[src/rtl/mem_access_unit_if.sv]
`default_nettype none
// ============================================================================
// Module   : mem_access_unit_if
// Brief    : Control-unit request/response bundle for mem_access_unit.
// Revision : 1.0 - initial release
// ============================================================================
interface mem_access_unit_if #(
    parameter int AW = 4,
    parameter int DW = 8
);
    logic          req;
    logic [1:0]    op;
    logic [AW-1:0] addr;
    logic [AW-1:0] src;
    logic [AW-1:0] len;
    logic [DW-1:0] wdata;
    logic          busy;
    logic          done;
    logic [DW-1:0] rdata;
    logic          rdata_valid;

    modport master (
        output req, op, addr, src, len, wdata,
        input  busy, done, rdata, rdata_valid
    );

    modport slave (
        input  req, op, addr, src, len, wdata,
        output busy, done, rdata, rdata_valid
    );
endinterface
`default_nettype wire

[src/rtl/mem_access_unit.sv]
`default_nettype none
// ============================================================================
// Module   : mem_access_unit
// Brief    : LOAD/STORE/COPY sequencer driving the 16-word data memory pins.
// Revision : 1.0 - initial release
// ============================================================================
module mem_access_unit #(
    parameter int AW = 4,
    parameter int DW = 8
) (
    input  wire logic          clk,
    input  wire logic          rst,
    mem_access_unit_if.slave   cu,
    output logic               mem_E,
    output logic               mem_WE,
    output logic [AW-1:0]      mem_Addr,
    output logic [DW-1:0]      mem_Din,
    input  wire logic [DW-1:0] mem_Dout
);

    localparam logic [1:0] c_OP_NONE  = 2'b00;
    localparam logic [1:0] c_OP_LOAD  = 2'b01;
    localparam logic [1:0] c_OP_STORE = 2'b10;

    typedef enum logic [2:0] {
        S_IDLE   = 3'd0,
        S_LOAD   = 3'd1,
        S_STORE  = 3'd2,
        S_CPY_RD = 3'd3,
        S_CPY_WR = 3'd4
    } state_t;

    state_t        r_state;
    logic [AW-1:0] r_dst_ptr;   // LOAD/STORE address, COPY destination pointer
    logic [AW-1:0] r_src_ptr;
    logic [AW-1:0] r_cnt;
    logic [DW-1:0] r_wdata;
    logic [DW-1:0] r_buf;
    logic [DW-1:0] r_rdata;
    logic          r_done;
    logic          r_rdata_valid;

    always_ff @(posedge clk or posedge rst) begin
        if (rst) begin
            r_state       <= S_IDLE;
            r_dst_ptr     <= '0;
            r_src_ptr     <= '0;
            r_cnt         <= '0;
            r_wdata       <= '0;
            r_buf         <= '0;
            r_rdata       <= '0;
            r_done        <= 1'b0;
            r_rdata_valid <= 1'b0;
        end else begin
            r_done        <= 1'b0;
            r_rdata_valid <= 1'b0;
            case (r_state)
                S_IDLE: begin
                    if (cu.req && (cu.op != c_OP_NONE)) begin
                        r_dst_ptr <= cu.addr;
                        r_src_ptr <= cu.src;
                        r_cnt     <= cu.len;
                        r_wdata   <= cu.wdata;
                        case (cu.op)
                            c_OP_LOAD:  r_state <= S_LOAD;
                            c_OP_STORE: r_state <= S_STORE;
                            default: begin
                                // Zero-length copy completes without touching memory
                                if (cu.len == '0) r_done  <= 1'b1;
                                else              r_state <= S_CPY_RD;
                            end
                        endcase
                    end
                end
                S_LOAD: begin
                    r_rdata       <= mem_Dout;
                    r_done        <= 1'b1;
                    r_rdata_valid <= 1'b1;
                    r_state       <= S_IDLE;
                end
                S_STORE: begin
                    r_done  <= 1'b1;
                    r_state <= S_IDLE;
                end
                S_CPY_RD: begin
                    r_buf   <= mem_Dout;
                    r_state <= S_CPY_WR;
                end
                S_CPY_WR: begin
                    r_src_ptr <= r_src_ptr + AW'(1);
                    r_dst_ptr <= r_dst_ptr + AW'(1);
                    r_cnt     <= r_cnt - AW'(1);
                    if (r_cnt == AW'(1)) begin
                        r_done  <= 1'b1;
                        r_state <= S_IDLE;
                    end else begin
                        r_state <= S_CPY_RD;
                    end
                end
                default: r_state <= S_IDLE;
            endcase
        end
    end

    // Memory pins decode only from registered state so reset drops them at once
    always_comb begin
        mem_E    = 1'b0;
        mem_WE   = 1'b0;
        mem_Addr = '0;
        mem_Din  = '0;
        case (r_state)
            S_LOAD: begin
                mem_E    = 1'b1;
                mem_Addr = r_dst_ptr;
            end
            S_STORE: begin
                mem_E    = 1'b1;
                mem_WE   = 1'b1;
                mem_Addr = r_dst_ptr;
                mem_Din  = r_wdata;
            end
            S_CPY_RD: begin
                mem_E    = 1'b1;
                mem_Addr = r_src_ptr;
            end
            S_CPY_WR: begin
                mem_E    = 1'b1;
                mem_WE   = 1'b1;
                mem_Addr = r_dst_ptr;
                mem_Din  = r_buf;
            end
            default: ;
        endcase
    end

    assign cu.busy        = (r_state != S_IDLE);
    assign cu.done        = r_done;
    assign cu.rdata       = r_rdata;
    assign cu.rdata_valid = r_rdata_valid;

endmodule
`default_nettype wire

[src/flat_wrapper.sv]
// flat-port wrapper written by rule: the top's interface ports become plain ports
module mem_access_unit_flat 
#(
    parameter int AW = 4,
    parameter int DW = 8
)
  (clk, rst, mem_E, mem_WE, mem_Addr, mem_Din, mem_Dout, cu_req, cu_op, cu_addr, cu_src, cu_len, cu_wdata, cu_busy, cu_done, cu_rdata, cu_rdata_valid);
  mem_access_unit_if #(.AW(AW), .DW(DW)) cu_i ();
  input  wire logic clk;
  input  wire logic rst;
  output logic mem_E;
  output logic mem_WE;
  output logic [AW-1:0] mem_Addr;
  output logic [DW-1:0] mem_Din;
  input  wire logic [DW-1:0] mem_Dout;
  input wire logic [$bits(cu_i.req)-1:0] cu_req;
  input wire logic [$bits(cu_i.op)-1:0] cu_op;
  input wire logic [$bits(cu_i.addr)-1:0] cu_addr;
  input wire logic [$bits(cu_i.src)-1:0] cu_src;
  input wire logic [$bits(cu_i.len)-1:0] cu_len;
  input wire logic [$bits(cu_i.wdata)-1:0] cu_wdata;
  output wire logic [$bits(cu_i.busy)-1:0] cu_busy;
  output wire logic [$bits(cu_i.done)-1:0] cu_done;
  output wire logic [$bits(cu_i.rdata)-1:0] cu_rdata;
  output wire logic [$bits(cu_i.rdata_valid)-1:0] cu_rdata_valid;
  assign cu_i.req = cu_req;
  assign cu_i.op = cu_op;
  assign cu_i.addr = cu_addr;
  assign cu_i.src = cu_src;
  assign cu_i.len = cu_len;
  assign cu_i.wdata = cu_wdata;
  assign cu_busy = cu_i.busy;
  assign cu_done = cu_i.done;
  assign cu_rdata = cu_i.rdata;
  assign cu_rdata_valid = cu_i.rdata_valid;
  mem_access_unit #(.AW(AW), .DW(DW)) u_core (.clk(clk), .rst(rst), .cu(cu_i), .mem_E(mem_E), .mem_WE(mem_WE), .mem_Addr(mem_Addr), .mem_Din(mem_Din), .mem_Dout(mem_Dout));
endmodule
[config.mk]
export PLATFORM = sky130hd
export DESIGN_NAME = mem_access_unit_flat
export DESIGN_NICKNAME = d
export VERILOG_FILES = /design/src/rtl/mem_access_unit_if.sv /design/src/rtl/mem_access_unit.sv /design/src/flat_wrapper.sv
export SDC_FILE = /design/constraint.sdc
export NUM_CORES = 1
export LEC_CHECK = 0
export ABC_AREA = 1
export BUFFER_PORTS_ARGS = -buffer_cell sky130_fd_sc_hd__buf_2
export CORE_UTILIZATION = 40
export CTS_CLUSTER_DIAMETER = 60
export DETAILED_ROUTE_END_ITERATION = 16
export PLACE_DENSITY = 0.69
export SETUP_SLACK_MARGIN = 0.15
export SLEW_MARGIN = 20
export SYNTH_ARGS = -nofsm -noshare
export SYNTH_HDL_FRONTEND = slang
export SYNTH_SLANG_ARGS = --single-unit
[constraint.sdc]
create_clock -name clk -period 1.65 [get_ports clk]
set_input_delay 0.0825 -clock clk [delete_from_list [all_inputs] [get_ports clk]]
set_output_delay 0.0825 -clock clk [all_outputs]
set_load 0.02 [all_outputs]
==> impl_summary.md, run 1 <==
Worst setup path
For this run, the slowest stage of the critical path takes ~460 ps. The kind of end point of the critical path is an output pin. The cell family with the largest share of critical-path delay is buffers and inverters.

The buffer and inverter count on the worst path is 3. The worst register-to-register path begins at u_core.r_state[0]$_DFFE_PP0P_. The required time of the worst setup path is around 1600 ps.

The worst path arrival time is 1450 ps. The kind of critical path is reg2out. The worst setup path is launched from a flip-flop. Of all nets on the critical path, the largest fanout is 6. The critical path goes through buf_6 > nand3_4 > buf_8 > nand4_1 > buf_4. The count of cell instances traversed by the critical path is 5.

The worst register-to-register path has a depth of 9. The worst setup path startpoint is u_core.r_state[1]$_DFFE_PP0P_. The cell type of the slowest stage on the worst timing path is sky130_fd_sc_hd__dfrtp_2.

Detailed routing
The first TritonRoute pass finished after 4 iterations. The remaining antenna violation count after routing is 0. The final route contains around 2000 vias. Dividing the detail-routed wire length by the instance count gives 12.9 um. The per-cell via count in the routed design is between 4 and 5.

In this run, the number of DRC markers left after iteration 0 of detailed routing was approximately 130. The total wire length is 5420 um. The residual DRC count is 0.

Pwr
Power spread over the standard cell area amounts to between 1500 and 2000 nW/um^2. The reported leakage power is 1.59 nW. The maximum ir drop on the vdd rail is slightly below 900 uV.

Global route
The number of global-route vias before repair is about 1900. The maximum number of pins on one net before global-route repair is 42. The total overflow left after global routing is 0. For met3 alone, demand over resource in global routing was 0.0317.

For this run, global-route usage on met2 was measured as 0.341. The met1 track demand over resource is 0.243. The first global-routing pass estimated 8310 um of wire. The overall fraction of global-route tracks in use is 0.198.

The number of antenna violations at the first check in global routing is 0. The global routing stage identified its most utilized layer as met2.

Logic synthesis
The netlist uses 26 different library cells. After synthesis the cells add up to 2170 um^2. After synthesis, the largest family of logic cells by area is simple AND/OR/NAND/NOR gates. Yosys attributes the largest share of cell area to sky130_fd_sc_hd__dfrtp_1 47%, sky130_fd_sc_hd__nand2_1 18%, sky130_fd_sc_hd__o21ai_0 6.9%, sky130_fd_sc_hd__inv_1 5.4%, sky130_fd_sc_hd__ha_1 4.0%. The multiplexer share of the synthesized area is 0. The leading area contributor after synthesis is sky130_fd_sc_hd__dfrtp_1.

Of the total synthesized cell area, the portion taken by AND, OR, NAND and NOR gates is 0.271. Synthesis inferred approximately 40 register bits. Synthesis handed over a netlist of around 270 instances. The area share of the largest cell type after synthesis is 0.473. The fraction of the yosys area taken by sequential cells is 0.473. The synthesized net count is 313.

The complex-gate fraction of the synthesized area was 0.107. Each instance of the synthesized netlist takes up on average just under 8 um^2. During synthesis, Yosys emitted a total of 0 warnings. Of the total synthesized cell area, the portion taken by full adders, half adders and majority gates is 0.0404. The XOR/XNOR share of the synthesized area is 0.0121.

STA
Setup violations remaining at the end of the flow were counted as 0. Measured against its own limit, the worst slew margin works out to 0.653. Setup repair after global routing could not meet its margin everywhere. Adding up every negative setup slack in the final design gives 0 ps. Setup slack closes at between 100 and 150 ps.

The total count of hold-check failures in the final report is 0. The number of max-slew violations in the final report is 0. The final period utilization is 0.928. The worst clock skew is 8.79 ps. The worst path in the final design needs a cycle of between 1500 and 2000 ps, including I/O delays and setup. Derived from the worst setup path, the maximum achievable clock frequency is roughly 650 MHz.

The final hold slack is around 4 ps. The pin slew with the least headroom to its limit is 520 ps.

Layout
The antenna diode count is 0. The library cell used most frequently in the layout, excluding fill and tap cells, is sky130_fd_sc_hd__nand2_1. After filler insertion, the fill cell instance count of the layout stands at 475.

In the final design database the tool counted about 390 nets. In the final layout, flip-flops and latches occupy 1030 um^2. In the final layout, the share of cells above drive strength 1 is 0.341. The multi-input logic area is approximately 1000 um^2. The layout overhead on the synthesized area is 34.7%. Leaving out fill and tap cells, the most frequent cells in the layout are 103 x sky130_fd_sc_hd__nand2_1, 43 x sky130_fd_sc_hd__buf_2, 38 x sky130_fd_sc_hd__dfrtp_1.

Clock network
In this run the clock root is driven by a sky130_fd_sc_hd__clkbuf_8. The longest clock path from root to sink contains 2 buffers. The latest clock arrival within the worst-skew pair is 290 ps.

Counting the buffers created by CTS gives 5. TritonCTS built the clock tree. The tree built by TritonCTS fans out to 41 sinks. The CTS clock-pin slew for the worst setup and hold paths is ~80 ps. The depth of the CTS H-tree is 2.

Placement
Port buffering added 57 buffers. At the end of routability-driven placement, the weighted congestion stood at 0.856. The placement-stage worst setup slack is 237 ps. The HPWL reported at the end of detailed placement is about 3700 um.

Floorplan
The count of standard-cell rows is 26. For this design the top-level I/O count stands at 58. The floorplan die height is between 70 and 80 um. The width of the die is 75.6 um. In this run the standard cell core region covers just over 5000 um^2. The die covers roughly 5700 um^2. The initial core utilization is 0.419.

Worst hold path
Counting instances, the worst hold path has a depth of 3. In this run the most critical hold path is launched from cu_wdata[4]. The class of the most critical hold timing path is in2reg.

Run status
The run finished with clean final reports.

Job
Max-cap violations in this run came to 0.
sequential cells by signal, summed over array words and instances, names as in the netlist:
name and count:
u_core.r_state 3, u_core.cu.rdata 8, u_core.r_wdata 8, u_core.cu.done 1
u_core.cu.rdata_valid 1, u_core.r_buf 8, u_core.r_cnt 4, u_core.r_src_ptr 4
u_core.r_dst_ptr 4
report_power, final:
part	switching (mW)	total [mW]	internal (mW)
registers	0.367	1.86	1.49
logic	1.66	2.81	1.15
clock network	0.341	0.632	0.292
cell type report:
| class | count | area share |
|---|---|---|
| clock buffer | 5 | 0.0236 |
| clock inverter | 3 | 0.00600 |
| inverter | 35 | 0.0552 |
| multi-input combinational | 188 | 0.343 |
| sequential | 41 | 0.352 |
| tap | 70 | 0.0300 |
| timing repair buffer | 79 | 0.187 |
| timing repair inverter | 1 | 0.00300 |
cells in the mapped netlist:
cell type and count:
sky130_fd_sc_hd__nand2_1 104, sky130_fd_sc_hd__dfrtp_1 41, sky130_fd_sc_hd__inv_1 31, sky130_fd_sc_hd__o21ai_0 30, sky130_fd_sc_hd__nand3_1 10, sky130_fd_sc_hd__nor2_1 9, sky130_fd_sc_hd__ha_1 7, sky130_fd_sc_hd__o21ai_2 7
sky130_fd_sc_hd__buf_2 4, sky130_fd_sc_hd__nand4_1 4, sky130_fd_sc_hd__nand2_4 3, sky130_fd_sc_hd__xor2_1 3, sky130_fd_sc_hd__a21oi_1 2, sky130_fd_sc_hd__buf_4 2, sky130_fd_sc_hd__inv_2 2, sky130_fd_sc_hd__nand3b_1 2
sky130_fd_sc_hd__o21ai_1 2, sky130_fd_sc_hd__or2_2 2, sky130_fd_sc_hd__buf_12 1, sky130_fd_sc_hd__buf_6 1, sky130_fd_sc_hd__clkbuf_2 1, sky130_fd_sc_hd__inv_4 1, sky130_fd_sc_hd__inv_6 1, sky130_fd_sc_hd__nand3_2 1
sky130_fd_sc_hd__nor2_2 1, sky130_fd_sc_hd__nor2_4 1
stage by stage:
stage / area, um^2 / total power, mW / util / instances
after floorplan: 2170 / 3.42 / - / 273
after global placement: 2520 / 4.00 / 0.486 / 397
after detailed placement: 2520 / 4.09 / 0.486 / 397
after CTS: 2760 / 4.97 / 0.533 / 416
after global routing: 2920 / 5.75 / 0.565 / 422
final: 2920 / 5.30 / 0.565 / 422
logic make-up (layout without fill, tap and decap cells):
logic type | Yosys count | count (layout)
DFF | 41 | 41
xor gates and xnor gates | 3 | 3
AOI/OAI and AO/OA | 41 | 41
buffers and inverters | 44 | 123
adders and majority gates | 7 | 7
and+or+nand+nor | 137 | 137
layer usage:
layer | wire length (um) | part of all wire
met1 | 2440 | 0.45
met3 | 238 | 0.044
met5 | 0 | 0
met2 | 2540 | 0.47
met4 | 202 | 0.037
worst paths after layout:
| path | end | slack, ps |
|---|---|---|
| min reg2reg | u_core.cu.rdata[6]$_DFFE_PP0P_ | 490 |
| min in group asynchronous | u_core.r_cnt[1]$_DFFE_PP0P_ | 450 |
| max reg2reg | u_core.r_wdata[1]$_DFFE_PP0P_ | 190 |
| max | mem_E | 120 |
| min | u_core.r_wdata[4]$_DFFE_PP0P_ | 4 |
| max in group asynchronous | u_core.r_state[0]$_DFFE_PP0P_ | 830 |
timing repair:
action | 4_1_cts | 5_1_grt
resized for setup | 24 | 36
endpoints found under the setup margin | 14 | 16
hold buffers | 2 | 0
gates cloned | 0 | 2
setup buffers | 9 | 4
pin swaps | 3 | 3
hold endpoints to repair | 42 | 0
worst min-delay path, stage by stage:
cell                      delay, ps
sky130_fd_sc_hd__buf_2           80
sky130_fd_sc_hd__nand2_1         50
sky130_fd_sc_hd__o21ai_2         50
(Power assumes the default switching activity.)
==> inputs of run 2 (changes only) <==
Clock period 1.65 ns to 1.9 ns, I/O delays scaled along.
==> run 2 against run 1 <==
Net effect:
- first-iteration DRC count is 20% lower
- sequential share of layout area is 2.6 points higher
- setup slack better by 110 ps
==> impl_summary.md, run 2 (synthesis results as in run 1) <==
Floorplan
The floorplan die area is 5720 um^2 (unchanged). The number of top-level pins is 58 (unchanged). The area of the placeable core is 5170 um^2 (unchanged). The width of the die is 75.6 um (unchanged). The floorplan die height is 75.6 um (unchanged). The count of standard-cell rows was 26 (unchanged). The initial core utilization is 0.419 (unchanged).

Worst setup path
The startpoint of the worst register-to-register path is u_core.r_state[1]$_DFFE_PP0P_. The maximum fanout along the worst path is 12 (+6). STA classifies the critical path startpoint as a flip-flop. Walking the worst path, the cells encountered are inv_4 > nand3_4 > nand3_2 > nand2_1 > o21ai_0 > buf_2. The depth of the worst register-to-register path is 7 (-2).

The worst path arrival time is 1580 ps (+130 ps). The worst setup path is captured at an output pin. The required time of the worst setup path is 1800 ps (+230 ps).

Among all stages on the critical path, the largest delay is contributed by sky130_fd_sc_hd__dfrtp_2. The slack of the worst reg-to-reg path was 510 ps (+320 ps). The worst register-to-register path ends at u_core.r_wdata[7]$_DFFE_PP0P_. The setup path with the least slack is of type reg2out. The delay contributed by the slowest stage of the critical path was 490 ps (+30 ps).

Detailed routing
The total wire length was 4790 um (-12%). The DRC marker count from the first detailed-route iteration is 101 (-20%). The per-cell via count in the routed design is 4.70 (-1.1%). The total via count in the routed design is 1923 (-4.2%). The total iterations of the first detailed-routing run was 4 (unchanged). The residual DRC count is 0 (unchanged). The remaining antenna violation count after routing is 0 (unchanged). The routed wirelength normalized by instance count is 11.7 um (-8.9%).

Layout
The net count reported at finish was 378 (-3.3%). The share of cells above drive strength 1 came to 0.286 (-0.0548). In the layout the commonest cells are 103 x sky130_fd_sc_hd__nand2_1, 57 x sky130_fd_sc_hd__buf_2, 39 x sky130_fd_sc_hd__dfrtp_1. The antenna diode count was 0 (unchanged).

The area growth from synthesis to layout is 25.1%. The final cell count without fillers is 409 (-3.1%). Leaving out fill and tap cells, the most frequent cell in the layout is sky130_fd_sc_hd__nand2_1.

STA
The final count of negative-setup-slack endpoints is 0 (unchanged). The worst clock skew is 9.31 ps (+0.515 ps). The worst slew slack as a fraction of its limit is 0.645 (-0.00871). The number of max-slew violations in the final report is 0 (unchanged).

For this run, the top clock speed supported by timing is a little under 600 MHz. The final setup TNS is 0 ps (unchanged). The time the worst path needs with I/O delays and setup is 1680 ps. The total count of hold-check failures in the final report is 0 (unchanged). The final period utilization is 0.882.

Setup repair after global routing left no endpoint under its margin. The pin slew with the least headroom to its limit was 533 ps (+13.1 ps).

Clock network
The number of buffers inserted during clock tree synthesis came to 5 (unchanged). The TritonCTS sink count is 41 (unchanged). TritonCTS built the clock tree.

The root buffer cell chosen for the clock tree is sky130_fd_sc_hd__clkbuf_8. The latest clock arrival within the worst-skew pair is 300 ps (about the same). The depth of the CTS H-tree is 2 (unchanged). The CTS clock-pin slew for the worst setup and hold paths was 90 ps (about the same).

The clock tree buffer depth is 2 (unchanged).

Global route
The global routing's busiest layer is met2. The met1 track demand over resource is 0.251 (+0.00781). The maximum number of pins on one net before global-route repair is 42 (unchanged). The number of global-route vias before repair is 1703 (-8.0%). The fraction of met2 tracks used by global routing is 0.299 (-0.0427). The global routing met3 resource utilization is 0.0556 (+0.0238). The overall fraction of global-route tracks in use is 0.189 (-0.00870). The total congestion overflow after global routing is 0 (unchanged).

The number of antenna violations at the first check in global routing is 0 (unchanged). The first-pass GRT wire length is 7840 um (-5.7%).

Worst hold path
The class of the most critical hold timing path is in2reg. The launch instance of the worst min-delay path is cu_len[1]. The worst hold path terminates at u_core.r_cnt[1]$_DFFE_PP0P_. The cell depth of the worst hold path is 3 (unchanged).

Placement
The number of placed instances, taps included is 395 (-0.50%). The count of port buffers added during placement is 57 (unchanged). The HPWL reported at the end of detailed placement is 3440 um (-7.0%).

The global placement routability congestion was 0.801 (-6.4%).

Pwr
The overall power after layout was 4.31 mW (-19%). The reported leakage power came to 1.51 nW (-5.2%). The power density over cell area was 1590 nW/um^2 (-13%). The maximum ir drop on the vdd rail is 669 uV (-23%).

Run status
The run finished with clean final reports.

Job
The number of maximum-capacitance constraint violations is 0 (unchanged).
-- run 2: stage by stage --
step / instance area, um^2 / util / setup slack (ps) / hold WS [ps]
3_5_place_dp: 2500 / 0.484 / 288 / 261
6_report: 2720 / 0.525 / 224 / 11.3
4_1_cts: 2660 / 0.514 / 167 / 0.807
2_1_floorplan: 2170 / - / 477 / 215
3_3_place_gp: 2500 / 0.484 / 406 / 259
5_1_grt: 2720 / 0.525 / 158 / 4.11
-- run 2: what timing repair did --
action	CTS	global route
pin swaps	1	2
resized for setup	3	9
endpoints found under the setup margin	13	13
hold endpoints to repair	42	1
hold buffers	2	1
buffers inserted	1	2
-- run 2: worst max path at each step --
stage / slack [ps] / from / endpoint / depth (start not counted)
3_3_place_gp: 410 / u_core.r_state[2]$_DFFE_PP0P_ / mem_Addr[3] / 6
2_1_floorplan: 480 / u_core.r_state[2]$_DFFE_PP0P_ / mem_Din[0] / 4
4_1_cts: 170 / u_core.r_state[2]$_DFFE_PP0P_ / mem_E / 5
5_1_grt: 160 / u_core.r_state[2]$_DFFE_PP0P_ / mem_Addr[3] / 6
6_report: 220 / u_core.r_state[2]$_DFFE_PP0P_ / mem_Addr[3] / 6
3_5_place_dp: 290 / u_core.r_state[2]$_DFFE_PP0P_ / mem_Addr[3] / 6
-- run 2: final cells by class --
class,instances,area [um^2]
clock inverters,3,46.3
fillers,488,2460
repair buffers,67,368
inverters,35,151
clock buffers,5,68.8
well taps,70,87.6
flip-flops and latches,41,1030
multi-input cells,188,965
-- run 2: layer usage --
layer / vias to the layer above / routed length [um] / part of all wire
met5: - / 0 / 0
met4: 0 / 71 / 0.015
met3: 8 / 281 / 0.059
met2: 68 / 2160 / 0.45
met1: 868 / 2280 / 0.47
li1: 979 / - / -
-- run 2: power breakdown --
| group | internal, mW | switching (mW) | total (mW) |
|---|---|---|---|
| registers | 1.29 | 0.315 | 1.61 |
| logic | 0.724 | 1.26 | 1.98 |
| clock network | 0.393 | 0.326 | 0.719 |
| total | 2.41 | 1.90 | 4.31 |
-- run 2: worst max-delay path, delay by kind of cell (launching register included) --
family | cells | cell delay, ps
DFF | 1 | 490
and+or+nand+nor | 3 | 380
buffers and inverters | 2 | 320
AOI/OAI and AO/OA | 1 | 80
==> inputs of run 3 (changes only) <==
Settings changed: BUFFER_PORTS_ARGS -buffer_cell sky130_fd_sc_hd__buf_2 to -buffer_cell sky130_fd_sc_hd__clkbuf_2, CAP_MARGIN set to 30, RECOVER_POWER set to 100.
==> run 3 against run 2 <==
Net effect:
- wire length is 2.9% lower
- clock skew is 4.0 ps lower
- die area stayed put
- sequential cell count stayed put
- critical endpoint unchanged
- highest routed layer unchanged
==> impl_summary.md, run 3 (synthesis results as in run 1) <==
Worst setup path
The required time of the worst setup path is 1800 ps (about the same). In this run the critical register-to-register path is launched from u_core.r_state[1]$_DFFE_PP0P_. The launching element type of the critical path is a flip-flop. The slack of the worst reg-to-reg path is 150 ps (-360 ps). The cell family with the largest share of critical-path delay is flip-flops. The signal on the critical path passes through inv_2 > nand3_4 > nand3_2 > nand2_1 > o21ai_0 > clkbuf_1.

The depth of the worst register-to-register path is 6 (-1). The buffer and inverter count on the worst path is 2 (unchanged). The largest individual stage delay along the critical path comes from the cell sky130_fd_sc_hd__dfrtp_1. The maximum fanout along the worst path is 12 (unchanged). The delay contributed by the slowest stage of the critical path is 450 ps (-40 ps). The endpoint of the lowest-slack register-to-register path is u_core.r_dst_ptr[0]$_DFFE_PP0P_.

The worst path arrival time is 1660 ps (+80 ps). The kind of end point of the critical path is an output pin. The kind of critical path is reg2out.

Detailed routing
The per-cell via count in the routed design is 4.63 (-1.6%). The total met3 wirelength after detailed routing is 288 um (+2.5%). The routed wirelength normalized by instance count came to 11.5 um (-1.7%). The routed metal-1 wire length is 2220 um (-2.5%). The residual DRC count is 0 (unchanged). The highest metal layer used by the detailed router is met4. The DRC marker count from the first detailed-route iteration is 87 (-14%). The met2 wirelength from detailed routing is 2130 um (-1.4%). The total iterations of the first detailed-routing run is 4 (unchanged). The remaining antenna violation count after routing is 0 (unchanged). The total wire length came to 4650 um (-2.9%). The total via count in the routed design is 1869 (-2.8%).

Global route
The maximum number of pins on one net before global-route repair came to 42 (unchanged). The number of antenna violations at the first check in global routing is 0 (unchanged). The number of global-route vias before repair came to 1587 (-6.8%).

The total congestion overflow after global routing is 0 (unchanged). The overall fraction of global-route tracks in use is 0.172 (-0.0172). The first-pass GRT wire length came to 7260 um (-7.4%).

Floorplan
The width of the die is 75.6 um (unchanged). The floorplan die area came to 5720 um^2 (unchanged). The initial core utilization is 0.419 (unchanged).

The count of standard-cell rows is 26 (unchanged). The number of top-level pins is 58 (unchanged). The floorplan die height is 75.6 um (unchanged). The area of the placeable core came to 5170 um^2 (unchanged).

Worst hold path
The path with the worst hold slack has its endpoint at u_core.r_wdata[4]$_DFFE_PP0P_. The worst hold path belongs to the class in2reg. The launch instance of the worst min-delay path is cu_wdata[4]. The cell depth of the worst hold path is 3 (unchanged).

Layout
The antenna diode count is 0 (unchanged). The top cell types in the final layout, fill and taps aside, are 103 x sky130_fd_sc_hd__nand2_1, 41 x sky130_fd_sc_hd__dfrtp_1, 35 x sky130_fd_sc_hd__clkbuf_2. The layout overhead on the synthesized area is 19.7%. Leaving out fill and tap cells, the most frequent cell in the layout is sky130_fd_sc_hd__nand2_1. The share of cells above drive strength 1 is 0.189 (-0.0975). The net count reported at finish came to 374 (-1.1%). The final design utilization came to 0.502 (-0.0230).

Clock network
The number of buffers inserted during clock tree synthesis is 5 (unchanged). The clock tree buffer depth is 2 (unchanged). The TritonCTS sink count is 41 (unchanged). The depth of the CTS H-tree came to 2 (unchanged). TritonCTS built the clock tree. The CTS clock-pin slew for the worst setup and hold paths came to 80 ps (about the same).

The latest clock arrival within the worst-skew pair was 290 ps (about the same). CTS placed an instance of sky130_fd_sc_hd__clkbuf_8 at the clock tree root.

Placement
The count of port buffers added during placement was 57 (unchanged). The global placement routability congestion was 0.799 (-0.16%). The HPWL reported at the end of detailed placement is 3410 um (-0.94%).

STA
The pin slew with the least headroom to its limit is 1010 ps (+480 ps). The total count of hold-check failures in the final report is 0 (unchanged). The highest attainable clock frequency is 570 MHz (-4.4%). The worst clock skew is 5.28 ps (-4.02 ps).

The time the worst path needs with I/O delays and setup is 1750 ps (+77.6 ps). The final setup TNS is 0 ps (unchanged). The final count of negative-setup-slack endpoints is 0 (unchanged). The worst slew slack as a fraction of its limit is 0.325 (-0.320).

The final period utilization is 0.923 (+0.0409). Setup repair after global routing could not meet its margin everywhere. The number of max-slew violations in the final report is 0 (unchanged).

Pwr
The overall power after layout is 4.08 mW (-5.2%). The power density over cell area is 1570 nW/um^2 (-0.89%). The maximum ir drop on the vdd rail is 707 uV (+5.7%). The reported leakage power was 1.41 nW (-6.7%).

Job
The number of maximum-capacitance constraint violations is 0 (unchanged).

Run status
The flow ran to the end, and the final reports show no timing, DRC or antenna violations.
run 3: changes by cell type in the layout (fill, tap and decap cells not counted), moves of 6 or more:
| cell | delta |
|---|---|
| sky130_fd_sc_hd__buf_2 | -56 |
| sky130_fd_sc_hd__clkbuf_2 | +35 |
| sky130_fd_sc_hd__clkbuf_1 | +25 |
| sky130_fd_sc_hd__buf_4 | -6 |
run 3: area by class of cell:
type                    instances  area (um^2)
fillers                       537         2580
flip-flops and latches         41         1030
multi-input cells             188          945
repair buffers                 63          292
inverters                      35          143
well taps                      70         87.6
clock buffers                   5         68.8
clock inverters                 2         35.0
run 3: worst max-delay path by stage:
stage	startpoint	end	slack [ps]	cells after the start
6_report	u_core.r_state[2]$_DFFE_PP0P_	mem_Addr[3]	150	6
5_1_grt	u_core.r_state[2]$_DFFE_PP0P_	mem_Addr[3]	50	6
4_1_cts	u_core.r_state[2]$_DFFE_PP0P_	mem_Addr[3]	160	6
3_5_place_dp	u_core.r_state[2]$_DFFE_PP0P_	mem_Addr[3]	260	6
3_3_place_gp	u_core.r_state[2]$_DFFE_PP0P_	mem_Addr[3]	250	6
2_1_floorplan	u_core.r_state[2]$_DFFE_PP0P_	mem_Din[0]	480	4
run 3: tightest hold or removal path: stages:
cell	delay (ps)
sky130_fd_sc_hd__clkbuf_2	80
sky130_fd_sc_hd__nand2_1	50
sky130_fd_sc_hd__o21ai_2	50
run 3: what timing repair did:
| item | CTS | global route |
|---|---|---|
| hold buffers | 1 | 0 |
| setup endpoints to repair | 13 | 13 |
| gates resized for setup | 3 | 5 |
| pin swaps | 1 | 0 |
| setup buffers | 1 | 0 |
| hold endpoints to repair | 41 | 0 |
| gates cloned | 0 | 0 |
run 3: through the flow:
step	instance area, um^2	setup slack, ps	hold slack, ps	std cells
after detailed placement	2500	260	240	395
final	2600	147	14.8	404
after global routing	2600	49.6	6.21	404
after global placement	2500	253	233	395
after floorplan	2170	477	215	273
after CTS	2640	156	9.06	404
run 3: power by group:
group,switching (mW),internal (mW),total (mW)
Sequential,0.299,1.29,1.59
Clock,0.285,0.382,0.666
Combinational,1.23,0.598,1.83
run 3: routing by layer:
layer  vias up  track usage
met5         -            0
met4         0       0.0391
met3         2       0.0384
met2        60        0.283
met1       838        0.233
li1        969            -
